File: config.mk
export PLATFORM = sky130hd
export DESIGN_NAME = mc_ctrl_flat
export DESIGN_NICKNAME = d
export VERILOG_FILES = /design/src/rtl/mc_ctrl_pkg.sv /design/src/rtl/mc_ctrl_if.sv /design/src/rtl/mc_ctrl_alu_dec.sv /design/src/rtl/mc_ctrl.sv /design/src/flat_wrapper.sv
export SDC_FILE = /design/constraint.sdc
export NUM_CORES = 1
export LEC_CHECK = 0
export CAP_MARGIN = 20
export CORE_ASPECT_RATIO = 0.75
export CORE_UTILIZATION = 32
export CTS_CLUSTER_SIZE = 8
export DETAILED_ROUTE_END_ITERATION = 10
export PLACE_DENSITY = 0.69
export RECOVER_POWER = 50
export SLEW_MARGIN = 25
export SYNTH_ARGS = -nofsm -noshare
export SYNTH_HDL_FRONTEND = slang
export SYNTH_SLANG_ARGS = --single-unit
File: constraint.sdc
create_clock -name clk -period 2.3 [get_ports clk]
set_input_delay 0.46 -clock clk [delete_from_list [all_inputs] [get_ports clk]]
set_output_delay 0.46 -clock clk [all_outputs]
set_load 0.01 [all_outputs]
File: src/rtl/mc_ctrl_pkg.sv
// Shared encodings for the multi-cycle MIPS controller: states, ALU codes, datapath selects, opcodes.
// The TRAP state exists only when CTRL_ILLEGAL_TRAP_EN is defined.
package mc_ctrl_pkg;

  typedef enum logic [2:0] {
    S_FETCH  = 3'd0,
    S_DECODE = 3'd1,
    S_EXEC   = 3'd2,
    S_MEM    = 3'd3,
    S_WB     = 3'd4,
    S_BR     = 3'd5,
    S_JMP    = 3'd6
`ifdef CTRL_ILLEGAL_TRAP_EN
    , S_TRAP = 3'd7
`endif
  } state_t;

  localparam logic [3:0] ALU_NOP  = 4'b0000;
  localparam logic [3:0] ALU_ADD  = 4'b0001;
  localparam logic [3:0] ALU_SUB  = 4'b0010;
  localparam logic [3:0] ALU_AND  = 4'b0011;
  localparam logic [3:0] ALU_OR   = 4'b0100;
  localparam logic [3:0] ALU_SLT  = 4'b0101;
  localparam logic [3:0] ALU_SLTU = 4'b0110;
  localparam logic [3:0] ALU_SLL  = 4'b0111;
  localparam logic [3:0] ALU_NOR  = 4'b1000;
  localparam logic [3:0] ALU_SRL  = 4'b1001;
  localparam logic [3:0] ALU_LUI  = 4'b1010;

  localparam logic [1:0] NPC_ALU    = 2'b00;
  localparam logic [1:0] NPC_ALUOUT = 2'b01;
  localparam logic [1:0] NPC_JUMP   = 2'b10;
  localparam logic [1:0] NPC_RS     = 2'b11;

  localparam logic [1:0] RD_RT = 2'b00;
  localparam logic [1:0] RD_RD = 2'b01;
  localparam logic [1:0] RD_31 = 2'b10;

  localparam logic [1:0] WD_ALUOUT = 2'b00;
  localparam logic [1:0] WD_MDR    = 2'b01;
  localparam logic [1:0] WD_PC     = 2'b10;

  localparam logic [1:0] SRCA_PC    = 2'b00;
  localparam logic [1:0] SRCA_A     = 2'b01;
  localparam logic [1:0] SRCA_SHAMT = 2'b10;

  localparam logic [1:0] SRCB_B    = 2'b00;
  localparam logic [1:0] SRCB_4    = 2'b01;
  localparam logic [1:0] SRCB_IMM  = 2'b10;
  localparam logic [1:0] SRCB_IMM4 = 2'b11;

  localparam logic [5:0] OP_RTYPE = 6'b000000;
  localparam logic [5:0] OP_J     = 6'b000010;
  localparam logic [5:0] OP_JAL   = 6'b000011;
  localparam logic [5:0] OP_BEQ   = 6'b000100;
  localparam logic [5:0] OP_BNE   = 6'b000101;
  localparam logic [5:0] OP_ADDI  = 6'b001000;
  localparam logic [5:0] OP_SLTI  = 6'b001010;
  localparam logic [5:0] OP_ANDI  = 6'b001100;
  localparam logic [5:0] OP_ORI   = 6'b001101;
  localparam logic [5:0] OP_LUI   = 6'b001111;
  localparam logic [5:0] OP_LW    = 6'b100011;
  localparam logic [5:0] OP_SW    = 6'b101011;

  localparam logic [5:0] FN_SLL  = 6'b000000;
  localparam logic [5:0] FN_SRL  = 6'b000010;
  localparam logic [5:0] FN_SLLV = 6'b000100;
  localparam logic [5:0] FN_SRLV = 6'b000110;
  localparam logic [5:0] FN_JR   = 6'b001000;
  localparam logic [5:0] FN_JALR = 6'b001001;
  localparam logic [5:0] FN_ADD  = 6'b100000;
  localparam logic [5:0] FN_SUB  = 6'b100010;
  localparam logic [5:0] FN_AND  = 6'b100100;
  localparam logic [5:0] FN_OR   = 6'b100101;
  localparam logic [5:0] FN_NOR  = 6'b100111;
  localparam logic [5:0] FN_SLT  = 6'b101010;
  localparam logic [5:0] FN_SLTU = 6'b101011;

  function automatic logic isMemOp(input logic [5:0] op);
    return (op == OP_LW) || (op == OP_SW);
  endfunction

endpackage

File: src/rtl/mc_ctrl_if.sv
// Control bus between the multi-cycle controller (master) and the shared datapath (slave).
interface mc_ctrl_if;
  logic [5:0] Op;
  logic [5:0] Funct;
  logic       Zero;
  logic       PCWrite;
  logic [1:0] NPCOp;
  logic       IRWrite;
  logic       MemWrite;
  logic       RegWrite;
  logic [1:0] RegDst;
  logic [1:0] WDSel;
  logic [1:0] ALUSrcA;
  logic [1:0] ALUSrcB;
  logic       ALUSwap;
  logic       EXTOp;
  logic [3:0] ALUOp;

  modport master (
    input  Op, Funct, Zero,
    output PCWrite, NPCOp, IRWrite, MemWrite, RegWrite, RegDst, WDSel,
           ALUSrcA, ALUSrcB, ALUSwap, EXTOp, ALUOp
  );

  modport slave (
    output Op, Funct, Zero,
    input  PCWrite, NPCOp, IRWrite, MemWrite, RegWrite, RegDst, WDSel,
           ALUSrcA, ALUSrcB, ALUSwap, EXTOp, ALUOp
  );
endinterface

File: src/rtl/mc_ctrl_alu_dec.sv
// Combinational ALU decode: (Op, Funct, state) -> ALUOp, operand swap, extension mode, legality.
module mc_alu_dec
  import mc_ctrl_pkg::*;
(
  input  logic [5:0] i_op,
  input  logic [5:0] i_funct,
  input  state_t     i_state,
  output logic [3:0] o_aluOp,
  output logic       o_aluSwap,
  output logic       o_extOp,
  output logic       o_legal
);

  logic [3:0] w_rAluOp;
  logic       w_rAluOk;
  logic       w_isR;

  assign w_isR = (i_op == OP_RTYPE);

  always_comb begin
    w_rAluOp = ALU_NOP;
    w_rAluOk = 1'b1;
    case (i_funct)
      FN_ADD:  w_rAluOp = ALU_ADD;
      FN_SUB:  w_rAluOp = ALU_SUB;
      FN_AND:  w_rAluOp = ALU_AND;
      FN_OR:   w_rAluOp = ALU_OR;
      FN_NOR:  w_rAluOp = ALU_NOR;
      FN_SLT:  w_rAluOp = ALU_SLT;
      FN_SLTU: w_rAluOp = ALU_SLTU;
      FN_SLL, FN_SLLV: w_rAluOp = ALU_SLL;
      FN_SRL, FN_SRLV: w_rAluOp = ALU_SRL;
      default: w_rAluOk = 1'b0;
    endcase
  end

  always_comb begin
    o_legal = 1'b0;
    case (i_op)
      OP_RTYPE: o_legal = w_rAluOk || (i_funct == FN_JR) || (i_funct == FN_JALR);
      OP_J, OP_JAL, OP_BEQ, OP_BNE, OP_ADDI, OP_SLTI,
      OP_ANDI, OP_ORI, OP_LUI, OP_LW, OP_SW: o_legal = 1'b1;
      default: o_legal = 1'b0;
    endcase
  end

  // The ALU shifts right as A>>B but left as B<<A, so srl/srlv swap operands
  always_comb begin
    o_aluOp   = ALU_NOP;
    o_aluSwap = 1'b0;
    o_extOp   = 1'b0;
    case (i_state)
      S_FETCH: o_aluOp = ALU_ADD;
      S_DECODE: begin
        o_aluOp = ALU_ADD;
        o_extOp = 1'b1;
      end
      S_EXEC: begin
        if (w_isR) begin
          o_aluOp   = w_rAluOp;
          o_aluSwap = (i_funct == FN_SRL) || (i_funct == FN_SRLV);
        end else begin
          case (i_op)
            OP_ADDI: begin o_aluOp = ALU_ADD; o_extOp = 1'b1; end
            OP_SLTI: begin o_aluOp = ALU_SLT; o_extOp = 1'b1; end
            OP_ANDI: o_aluOp = ALU_AND;
            OP_ORI:  o_aluOp = ALU_OR;
            OP_LUI:  o_aluOp = ALU_LUI;
            default: begin
              if (isMemOp(i_op)) begin
                o_aluOp = ALU_ADD;
                o_extOp = 1'b1;
              end
            end
          endcase
        end
      end
      S_BR: o_aluOp = ALU_SUB;
      default: o_aluOp = ALU_NOP;
    endcase
  end

endmodule

File: src/rtl/mc_ctrl.sv
// Multi-cycle MIPS control FSM: sequences FETCH/DECODE/EXEC/MEM/WB/BR/JMP and counts retirements.
// Define CTRL_ILLEGAL_TRAP_EN to park illegal instructions in a TRAP state instead of skipping them.
module mc_ctrl
  import mc_ctrl_pkg::*;
#(
  parameter int CNT_W = 32
)
(
  input  logic             clk,
  input  logic             rstn,
  mc_ctrl_if.master        ctrlBus,
  output logic [CNT_W-1:0] instr_cnt,
  output logic             illegal
);

  state_t           r_state;
  state_t           w_nextState;
  logic [CNT_W-1:0] r_instrCnt;

  logic       w_legal;
  logic       w_retire;
  logic       w_pcWrite;
  logic       w_irWrite;
  logic       w_memWrite;
  logic       w_regWrite;
  logic       w_isR;
  logic       w_isJr;
  logic       w_isJalr;
  logic       w_isShiftImm;

  assign w_isR        = (ctrlBus.Op == OP_RTYPE);
  assign w_isJr       = w_isR && (ctrlBus.Funct == FN_JR);
  assign w_isJalr     = w_isR && (ctrlBus.Funct == FN_JALR);
  assign w_isShiftImm = w_isR && ((ctrlBus.Funct == FN_SLL) || (ctrlBus.Funct == FN_SRL));

  mc_alu_dec u_aluDec (
    .i_op      (ctrlBus.Op),
    .i_funct   (ctrlBus.Funct),
    .i_state   (r_state),
    .o_aluOp   (ctrlBus.ALUOp),
    .o_aluSwap (ctrlBus.ALUSwap),
    .o_extOp   (ctrlBus.EXTOp),
    .o_legal   (w_legal)
  );

  always_ff @(posedge clk) begin
    if (!rstn) begin
      r_state    <= S_FETCH;
      r_instrCnt <= '0;
    end else begin
      r_state <= w_nextState;
      if (w_retire) r_instrCnt <= r_instrCnt + CNT_W'(1);
    end
  end

  always_comb begin
    w_nextState     = r_state;
    w_retire        = 1'b0;
    w_pcWrite       = 1'b0;
    w_irWrite       = 1'b0;
    w_memWrite      = 1'b0;
    w_regWrite      = 1'b0;
    ctrlBus.NPCOp   = NPC_ALU;
    ctrlBus.RegDst  = RD_RT;
    ctrlBus.WDSel   = WD_ALUOUT;
    ctrlBus.ALUSrcA = SRCA_PC;
    ctrlBus.ALUSrcB = SRCB_B;
    case (r_state)
      S_FETCH: begin
        ctrlBus.ALUSrcB = SRCB_4;
        w_pcWrite       = 1'b1;
        w_irWrite       = 1'b1;
        w_nextState     = S_DECODE;
      end
      S_DECODE: begin
        ctrlBus.ALUSrcB = SRCB_IMM4;
        if (!w_legal)
`ifdef CTRL_ILLEGAL_TRAP_EN
          w_nextState = S_TRAP;
`else
          w_nextState = S_FETCH;
`endif
        else if ((ctrlBus.Op == OP_BEQ) || (ctrlBus.Op == OP_BNE))
          w_nextState = S_BR;
        else if ((ctrlBus.Op == OP_J) || (ctrlBus.Op == OP_JAL) || w_isJr || w_isJalr)
          w_nextState = S_JMP;
        else
          w_nextState = S_EXEC;
      end
      S_EXEC: begin
        ctrlBus.ALUSrcA = w_isShiftImm ? SRCA_SHAMT : SRCA_A;
        ctrlBus.ALUSrcB = w_isR ? SRCB_B : SRCB_IMM;
        w_nextState     = isMemOp(ctrlBus.Op) ? S_MEM : S_WB;
      end
      S_MEM: begin
        if (ctrlBus.Op == OP_SW) begin
          w_memWrite  = 1'b1;
          w_retire    = 1'b1;
          w_nextState = S_FETCH;
        end else begin
          w_nextState = S_WB;
        end
      end
      S_WB: begin
        w_regWrite     = 1'b1;
        ctrlBus.RegDst = w_isR ? RD_RD : RD_RT;
        ctrlBus.WDSel  = (ctrlBus.Op == OP_LW) ? WD_MDR : WD_ALUOUT;
        w_retire       = 1'b1;
        w_nextState    = S_FETCH;
      end
      S_BR: begin
        ctrlBus.ALUSrcA = SRCA_A;
        ctrlBus.NPCOp   = NPC_ALUOUT;
        w_pcWrite       = (ctrlBus.Op == OP_BEQ) ? ctrlBus.Zero : ~ctrlBus.Zero;
        w_retire        = 1'b1;
        w_nextState     = S_FETCH;
      end
      // PC already holds PC+4 here, so the link value is taken straight from PC
      S_JMP: begin
        w_pcWrite     = 1'b1;
        ctrlBus.NPCOp = w_isR ? NPC_RS : NPC_JUMP;
        if (ctrlBus.Op == OP_JAL) begin
          w_regWrite     = 1'b1;
          ctrlBus.RegDst = RD_31;
          ctrlBus.WDSel  = WD_PC;
        end else if (w_isJalr) begin
          w_regWrite     = 1'b1;
          ctrlBus.RegDst = RD_RD;
          ctrlBus.WDSel  = WD_PC;
        end
        w_retire    = 1'b1;
        w_nextState = S_FETCH;
      end
`ifdef CTRL_ILLEGAL_TRAP_EN
      S_TRAP: w_nextState = S_TRAP;
`endif
      default: w_nextState = S_FETCH;
    endcase
  end

  assign ctrlBus.PCWrite  = w_pcWrite  & rstn;
  assign ctrlBus.IRWrite  = w_irWrite  & rstn;
  assign ctrlBus.MemWrite = w_memWrite & rstn;
  assign ctrlBus.RegWrite = w_regWrite & rstn;
  assign instr_cnt        = r_instrCnt;

`ifdef CTRL_ILLEGAL_TRAP_EN
  assign illegal = (r_state == S_TRAP);
`else
  assign illegal = 1'b0;
`endif

endmodule

File: src/flat_wrapper.sv
// flat-port wrapper written by rule: the top's interface ports become plain ports
module mc_ctrl_flat import mc_ctrl_pkg::*;
#(
  parameter int CNT_W = 32
)
  (clk, rstn, instr_cnt, illegal, ctrlBus_Op, ctrlBus_Funct, ctrlBus_Zero, ctrlBus_PCWrite, ctrlBus_NPCOp, ctrlBus_IRWrite, ctrlBus_MemWrite, ctrlBus_RegWrite, ctrlBus_RegDst, ctrlBus_WDSel, ctrlBus_ALUSrcA, ctrlBus_ALUSrcB, ctrlBus_ALUSwap, ctrlBus_EXTOp, ctrlBus_ALUOp);
  mc_ctrl_if ctrlBus_i ();
  input  logic clk;
  input  logic rstn;
  output logic [CNT_W-1:0] instr_cnt;
  output logic illegal;
  input wire logic [$bits(ctrlBus_i.Op)-1:0] ctrlBus_Op;
  input wire logic [$bits(ctrlBus_i.Funct)-1:0] ctrlBus_Funct;
  input wire logic [$bits(ctrlBus_i.Zero)-1:0] ctrlBus_Zero;
  output wire logic [$bits(ctrlBus_i.PCWrite)-1:0] ctrlBus_PCWrite;
  output wire logic [$bits(ctrlBus_i.NPCOp)-1:0] ctrlBus_NPCOp;
  output wire logic [$bits(ctrlBus_i.IRWrite)-1:0] ctrlBus_IRWrite;
  output wire logic [$bits(ctrlBus_i.MemWrite)-1:0] ctrlBus_MemWrite;
  output wire logic [$bits(ctrlBus_i.RegWrite)-1:0] ctrlBus_RegWrite;
  output wire logic [$bits(ctrlBus_i.RegDst)-1:0] ctrlBus_RegDst;
  output wire logic [$bits(ctrlBus_i.WDSel)-1:0] ctrlBus_WDSel;
  output wire logic [$bits(ctrlBus_i.ALUSrcA)-1:0] ctrlBus_ALUSrcA;
  output wire logic [$bits(ctrlBus_i.ALUSrcB)-1:0] ctrlBus_ALUSrcB;
  output wire logic [$bits(ctrlBus_i.ALUSwap)-1:0] ctrlBus_ALUSwap;
  output wire logic [$bits(ctrlBus_i.EXTOp)-1:0] ctrlBus_EXTOp;
  output wire logic [$bits(ctrlBus_i.ALUOp)-1:0] ctrlBus_ALUOp;
  assign ctrlBus_i.Op = ctrlBus_Op;
  assign ctrlBus_i.Funct = ctrlBus_Funct;
  assign ctrlBus_i.Zero = ctrlBus_Zero;
  assign ctrlBus_PCWrite = ctrlBus_i.PCWrite;
  assign ctrlBus_NPCOp = ctrlBus_i.NPCOp;
  assign ctrlBus_IRWrite = ctrlBus_i.IRWrite;
  assign ctrlBus_MemWrite = ctrlBus_i.MemWrite;
  assign ctrlBus_RegWrite = ctrlBus_i.RegWrite;
  assign ctrlBus_RegDst = ctrlBus_i.RegDst;
  assign ctrlBus_WDSel = ctrlBus_i.WDSel;
  assign ctrlBus_ALUSrcA = ctrlBus_i.ALUSrcA;
  assign ctrlBus_ALUSrcB = ctrlBus_i.ALUSrcB;
  assign ctrlBus_ALUSwap = ctrlBus_i.ALUSwap;
  assign ctrlBus_EXTOp = ctrlBus_i.EXTOp;
  assign ctrlBus_ALUOp = ctrlBus_i.ALUOp;
  mc_ctrl #(.CNT_W(CNT_W)) u_core (.clk(clk), .rstn(rstn), .ctrlBus(ctrlBus_i), .instr_cnt(instr_cnt), .illegal(illegal));
endmodule
======== Word-level counts from Yosys, hierarchy flattened ========
Cells that the tools add are included.
W data, S select, Z words.
cells by class
  reductions and logical operators ........ 24
  shift-type cells ........................ 0
  equal/unequal tests ..................... 29
  div/mod/pow operators ................... 0
  add/subtract/negate cells ............... 1
  mux-type cells .......................... 42
  $lt $le $gt $ge ......................... 0
  bitwise operators ....................... 5
  multiply operators ...................... 0
operators by type and width
  operator                 count
  $eq A6 B6 Y1 const B     9
  $eq A6 B4 Y1 const B     7
  $pmux W4 S9              1
  $add A32 B1 Y32 const B  1
  $eq A6 B3 Y1 const B     4
  $reduce_or A11 Y1        2
  $pmux W4 S5              1
  $eq A6 B2 Y1 const B     3
  $mux W1                  16
  $pmux W2 S2              4
  $mux W3                  5
  $logic_not A6 Y1         2
  $pmux W1 S2              6
  $pmux W3 S4              1
  $pmux W4 S3              1
  $mux W2                  5
  $reduce_or A2 Y1         5
  $eq A3 B3 Y1 const B     3
  $logic_or A1 B1 Y1       9
  $eq A3 B2 Y1 const B     2
  $pmux W2 S3              1
  $reduce_or A3 Y1         2
  $and A1 B1 Y1            4
  $mux W4                  1
  other kinds (4)          6
word-level totals
  bits in writable memories ............... 0
  memories kept ........................... 0
  memory bits (read-only) ................. 0
  register bits ........................... 35
  bits in latches ......................... 0
  output and inout port bits .............. 53
  bits of input ports ..................... 15

======== Longest topological paths before layout ========
  word-level depth ........................ 8
  gate-level depth with buffers ........... 7

======== Cells and area by module ========
A second synthesis with hierarchy kept.
unflattened totals
  cell total of the unflattened synthesis .. 339
  area, all modules ....................... 2568.7 sq um
by module, submodules not included
  module      instances  area an instance (sq um)  sequential area each (sq um)  cells an instance
  mc_ctrl     1          2153.3                    700.7                         273
  mc_alu_dec  1          415.4                     0.0                           66

======== Worst setup path after synthesis ========
No wires, ideal clock.
  kind .................................... input to output
  from .................................... in ctrlBus_Op[4]
  to ...................................... out ctrlBus_ALUOp[1]
  data arrival time ....................... 1.621 ns
  data required time ...................... 1.840 ns
  cell stages on the path ................. 5
  setup slack ............................. 0.219 ns
  cells stage by stage .................... clkbuf_1 nor3_2 and3b_1 a32oi_1 o21ai_0
between the ends
  longest elaborated chain between the ends .. 4
RTL lines
  element          line                   source
  start, declared  flat_wrapper.sv:12     input wire logic [$bits(ctrlBus_i.Op)-1:0] ctrlBus_Op;
  $eq A6 B4 Y1     mc_ctrl_alu_dec.sv:63  case (i_op)
  $pmux W4 S5      mc_ctrl_alu_dec.sv:63
  $mux W4 (*)      mc_ctrl_alu_dec.sv:59  if (w_isR) begin
  $pmux W4 S3 (*)  mc_ctrl_alu_dec.sv:52  case (i_state)
  end, declared    flat_wrapper.sv:26     output wire logic [$bits(ctrlBus_i.ALUOp)-1:0] ctrlBus_ALUOp;
Mark *: on every way between the ends. The rest lies on a longest branch, timed or not.

======== Worst setup path after layout ========
  from .................................... in ctrlBus_Funct[5]
  to ...................................... out ctrlBus_ALUOp[2]
between the ends
  longest elaborated chain between the ends .. 5
RTL lines
  element                                     line                   source
  start, declared                             flat_wrapper.sv:13     input wire logic [$bits(ctrlBus_i.Funct)-1:0] ctrlBus_Funct;
  $eq A6 B3 Y1, or another cell as far along  mc_ctrl_alu_dec.sv:23  case (i_funct)
  $reduce_or A2 Y1                            mc_ctrl_alu_dec.sv:23
  $pmux W4 S9 (*)                             mc_ctrl_alu_dec.sv:23
  $mux W4 (*)                                 mc_ctrl_alu_dec.sv:59
  $pmux W4 S3 (*)                             mc_ctrl_alu_dec.sv:52
Marked as above.

==> metrics <==
result of the run completed; Critical Path End Type primary output; Routed WL per cell 15.0 um; DRC errors left 0; Data required, critical path 1.84 ns; max-slew violation count 0; die height 78.7 um; total setup violations reported at the end of the flow 0; post-synthesis share of cell area spent on full adders, half adders and majority gates less than 1%; CP max stage delay roughly 0.31 ns; Overall Power 1370 uW; maximum clock frequency around 450 MHz; classification of the worst setup path input pin to primary output; gp weighted congestion 0.871; effective utilization at floorplan 33.6%; largest net degree at the start of global routing 43; main combinational cell family by area after synthesis simple AND/OR/NAND/NOR gates; fraction of layout instances using a drive strength above 1 23.0%; Arr. time, crit path 1.78 ns; unrepaired setup endpoints after global routing yes; die width 104 um; detail-routed via count per cell 5.51; number of sinks handled by clock tree synthesis 35; library cells used by synthesis 54; first drt pass iteration count 5; Placeable Area 7470 um2; maximum vdd drop 0.229 mV; top post-synthesis cells by area sky130_fd_sc_hd__dfxtp_1, sky130_fd_sc_hd__a21oi_1, sky130_fd_sc_hd__or4_1; DRC violation total after the first TritonRoute iteration 193; multiplexer share of the synthesized area 4.39%; Total Die Area 8200 um2; number of buffers inserted by port buffering 66; area fraction in and, or, nand and nor cells after synthesis 39.8%; average footprint of a synthesized cell between 7 and 8 um2; Synth Area in Compound Gates 20.3%; worst hold slack across all endpoints 0.473 ns; vias in the first global route 2713; Warnings, synthesis 0; Clock Tree Buf Depth 2; pwr/cell area 360 nW/um2; global-route usage over all layers 19.9%; CTS H-Tree Depth 2; TritonCTS clock tree built; final non-filler cell area 3800 um2; overflow left after global routing 0; XOR/XNOR Fraction of Synth Area 1.40%; leakage power 0.00150 uW; final HPWL from detailed placement about 5.7 mm; Clock Skews 0.00667 ns; cell taking the most area after synthesis sky130_fd_sc_hd__dfxtp_1; final net count 445; placed cell areas ~3600 um2; number of nets with antenna violations after routing 0; TritonCTS Buffers 5; Synth-to-Final Area Change 51.7%; sequential-to-total area share from yosys stat 27.9%; worst max-slew margin expressed relative to the limit 53.2%; final clock period utilization by the worst path 97.3%; clock-pin slew reported for the worst setup and hold paths after clock tree synthesis 0.07 ns; flip-flop and latch count after synthesis 35; hold crit path type flip-flop to flip-flop; total count of hold-check failures in the final report 0; fillers 719; share of the synthesized area in the top cell type between 20% and 30%; ys flop type sky130_fd_sc_hd__dfxtp_1; number of antenna violations at the first check in global routing 0; site row count 27; worst-path maximum fanout 6; number of synthesized flops with an enable pin 0; Post-Syn Area roughly 2500 um2; Post-Synthesis Net Count 344; Antenna diodes 0; Synth Instances around 330; transition time at the pin with the least slew margin 0.701 ns; source-to-sink clock delay at the later pin of the worst-skew pair roughly 0.29 ns; Total Wirelength 7.96 mm; CTS root buf sky130_fd_sc_hd__clkbuf_8; kind of start point of the critical path input pin; async set or reset register ratio after synthesis 0%; total number of vias 2925; global-route wire length before repair ~13 mm; post-layout min period around 2.2 ns; CP cell instances clkdlybuf4s15_1 -> buf_4 -> nor2b_1 -> o41ai_4 -> a32o_1 -> clkdlybuf4s15_2; TNS Setup 0 ns; IO Count 68; number of max-capacitance violations reported 0; slowest CP cell sky130_fd_sc_hd__nor2b_1
==> metal layers <==
metal	part of all wire, %	vias to the layer above	track usage, %	wire (um)
met5	0	-	0	0
met4	1.2	0	5.57	97
met3	5.6	9	3.82	448
met2	44	94	29.8	3520
met1	49	1369	28.7	3890
li1	-	1453	-	-
==> metrics by stage <==
stage / utilization, % / worst slack [ns] / instances
floorplan: - / 0.219 / 328
finish: 50.9 / 0.0621 / 531
global route: 50.9 / -0.0178 / 531
CTS: 50.9 / 0.0125 / 530
global placement: 47.7 / -0.552 / 517
detailed placement: 47.7 / -0.634 / 517
==> where the power goes <==
part	internal, uW	switching [uW]	leakage (uW)
Clock	274	236	0.0000515
Combinational	118	132	0.00116
Sequential	608	1.46	0.000282
Total	1000	369	0.00150
==> area by class of cell <==
type,instances,area [um2],area share (%)
clock buffers,8,100,2.63
inverters,5,18.8,0.493
multi-input cells,260,1810,47.6
flip-flops and latches,35,701,18.4
well taps,101,126,3.32
repair buffers,122,1050,27.5
==> Yosys cell counts (2+ instances only) <==
library cell	count
sky130_fd_sc_hd__nand3_1	13
sky130_fd_sc_hd__o21a_1	4
sky130_fd_sc_hd__a21oi_1	25
sky130_fd_sc_hd__nand2_1	26
sky130_fd_sc_hd__buf_1	3
sky130_fd_sc_hd__mux2i_1	11
sky130_fd_sc_hd__o31ai_1	14
sky130_fd_sc_hd__nand2b_1	16
sky130_fd_sc_hd__clkbuf_1	20
sky130_fd_sc_hd__dfxtp_1	35
sky130_fd_sc_hd__nor3b_1	4
sky130_fd_sc_hd__xor2_1	2
sky130_fd_sc_hd__xnor2_1	2
sky130_fd_sc_hd__a21o_1	2
sky130_fd_sc_hd__a31oi_1	4
sky130_fd_sc_hd__o21ai_0	11
sky130_fd_sc_hd__nand3b_1	4
sky130_fd_sc_hd__nor2_1	17
sky130_fd_sc_hd__nor2b_1	7
sky130_fd_sc_hd__nand4b_1	2
sky130_fd_sc_hd__or4_1	15
sky130_fd_sc_hd__a211oi_1	3
sky130_fd_sc_hd__nor3_1	5
sky130_fd_sc_hd__nand4_1	15
sky130_fd_sc_hd__buf_2	3
sky130_fd_sc_hd__nor4_1	10
sky130_fd_sc_hd__or3_1	7
sky130_fd_sc_hd__inv_1	5
sky130_fd_sc_hd__a21boi_0	2
sky130_fd_sc_hd__and3_1	5
sky130_fd_sc_hd__and3b_1	3
sky130_fd_sc_hd__and4_1	11
==> cells in the final DEF (no fill, tap or decap), types with 4 or more instances in the layout <==
cell,Yosys,layout
sky130_fd_sc_hd__dlygate4sd2_1,0,14
sky130_fd_sc_hd__clkbuf_8,0,7
sky130_fd_sc_hd__or3_1,7,7
sky130_fd_sc_hd__nand3_1,13,12
sky130_fd_sc_hd__dfxtp_1,35,35
sky130_fd_sc_hd__buf_2,3,6
sky130_fd_sc_hd__nand2b_1,16,16
sky130_fd_sc_hd__nor2_1,17,15
sky130_fd_sc_hd__nor4_1,10,9
sky130_fd_sc_hd__buf_6,1,5
sky130_fd_sc_hd__buf_4,1,48
sky130_fd_sc_hd__nand2_1,26,26
sky130_fd_sc_hd__o31ai_1,14,14
sky130_fd_sc_hd__nor2b_1,7,4
sky130_fd_sc_hd__dlygate4sd3_1,0,34
sky130_fd_sc_hd__and4_1,11,11
sky130_fd_sc_hd__inv_1,5,5
sky130_fd_sc_hd__or4_1,15,15
sky130_fd_sc_hd__nand4_1,15,15
sky130_fd_sc_hd__o21ai_0,11,10
sky130_fd_sc_hd__nand3b_1,4,4
sky130_fd_sc_hd__and3_1,5,5
sky130_fd_sc_hd__mux2i_1,11,11
sky130_fd_sc_hd__a21oi_1,25,22
sky130_fd_sc_hd__clkdlybuf4s15_1,0,4
sky130_fd_sc_hd__o21a_1,4,4
==> cell families after synthesis <==
kind of cell	Yosys count
mux	11
fa+ha+maj	1
simple gates	165
other cells	1
flops	35
buf+inv	33
xor+xnor	4
compound gates	78
==> registers in the layout, summed over array words and instances, names as in the netlist <==
register / flops
u_core.r_state: 3
u_core.instr_cnt: 32
==> worst paths after layout <==
check,startpoint,depth (start not counted),slack [ns],endpoint
worst min register to register,u_core.instr_cnt[31],2,0.47,u_core.instr_cnt[31]
worst max-delay path,ctrlBus_Funct[5],6,0.06,ctrlBus_ALUOp[2]
worst max register to register,u_core.instr_cnt[1],5,0.23,u_core.instr_cnt[14]
worst min-delay path,u_core.instr_cnt[31],2,0.47,u_core.instr_cnt[31]
==> worst max-delay path, delay by kind of cell <==
kind                   cells  cell delay [ns]
AOI/OAI and AO/OA          2             0.34
buffers and inverters      3             0.66
and+or+nand+nor            1             0.31
==> timing repair <==
action / CTS / global route
pin swaps: 12 / 8
resized for setup: 85 / 15
hold buffers: 0 / 0
setup endpoints to repair: 34 / 11
buffers inserted: 5 / 1
No activity file was read; power rests on OpenSTA's default activity.
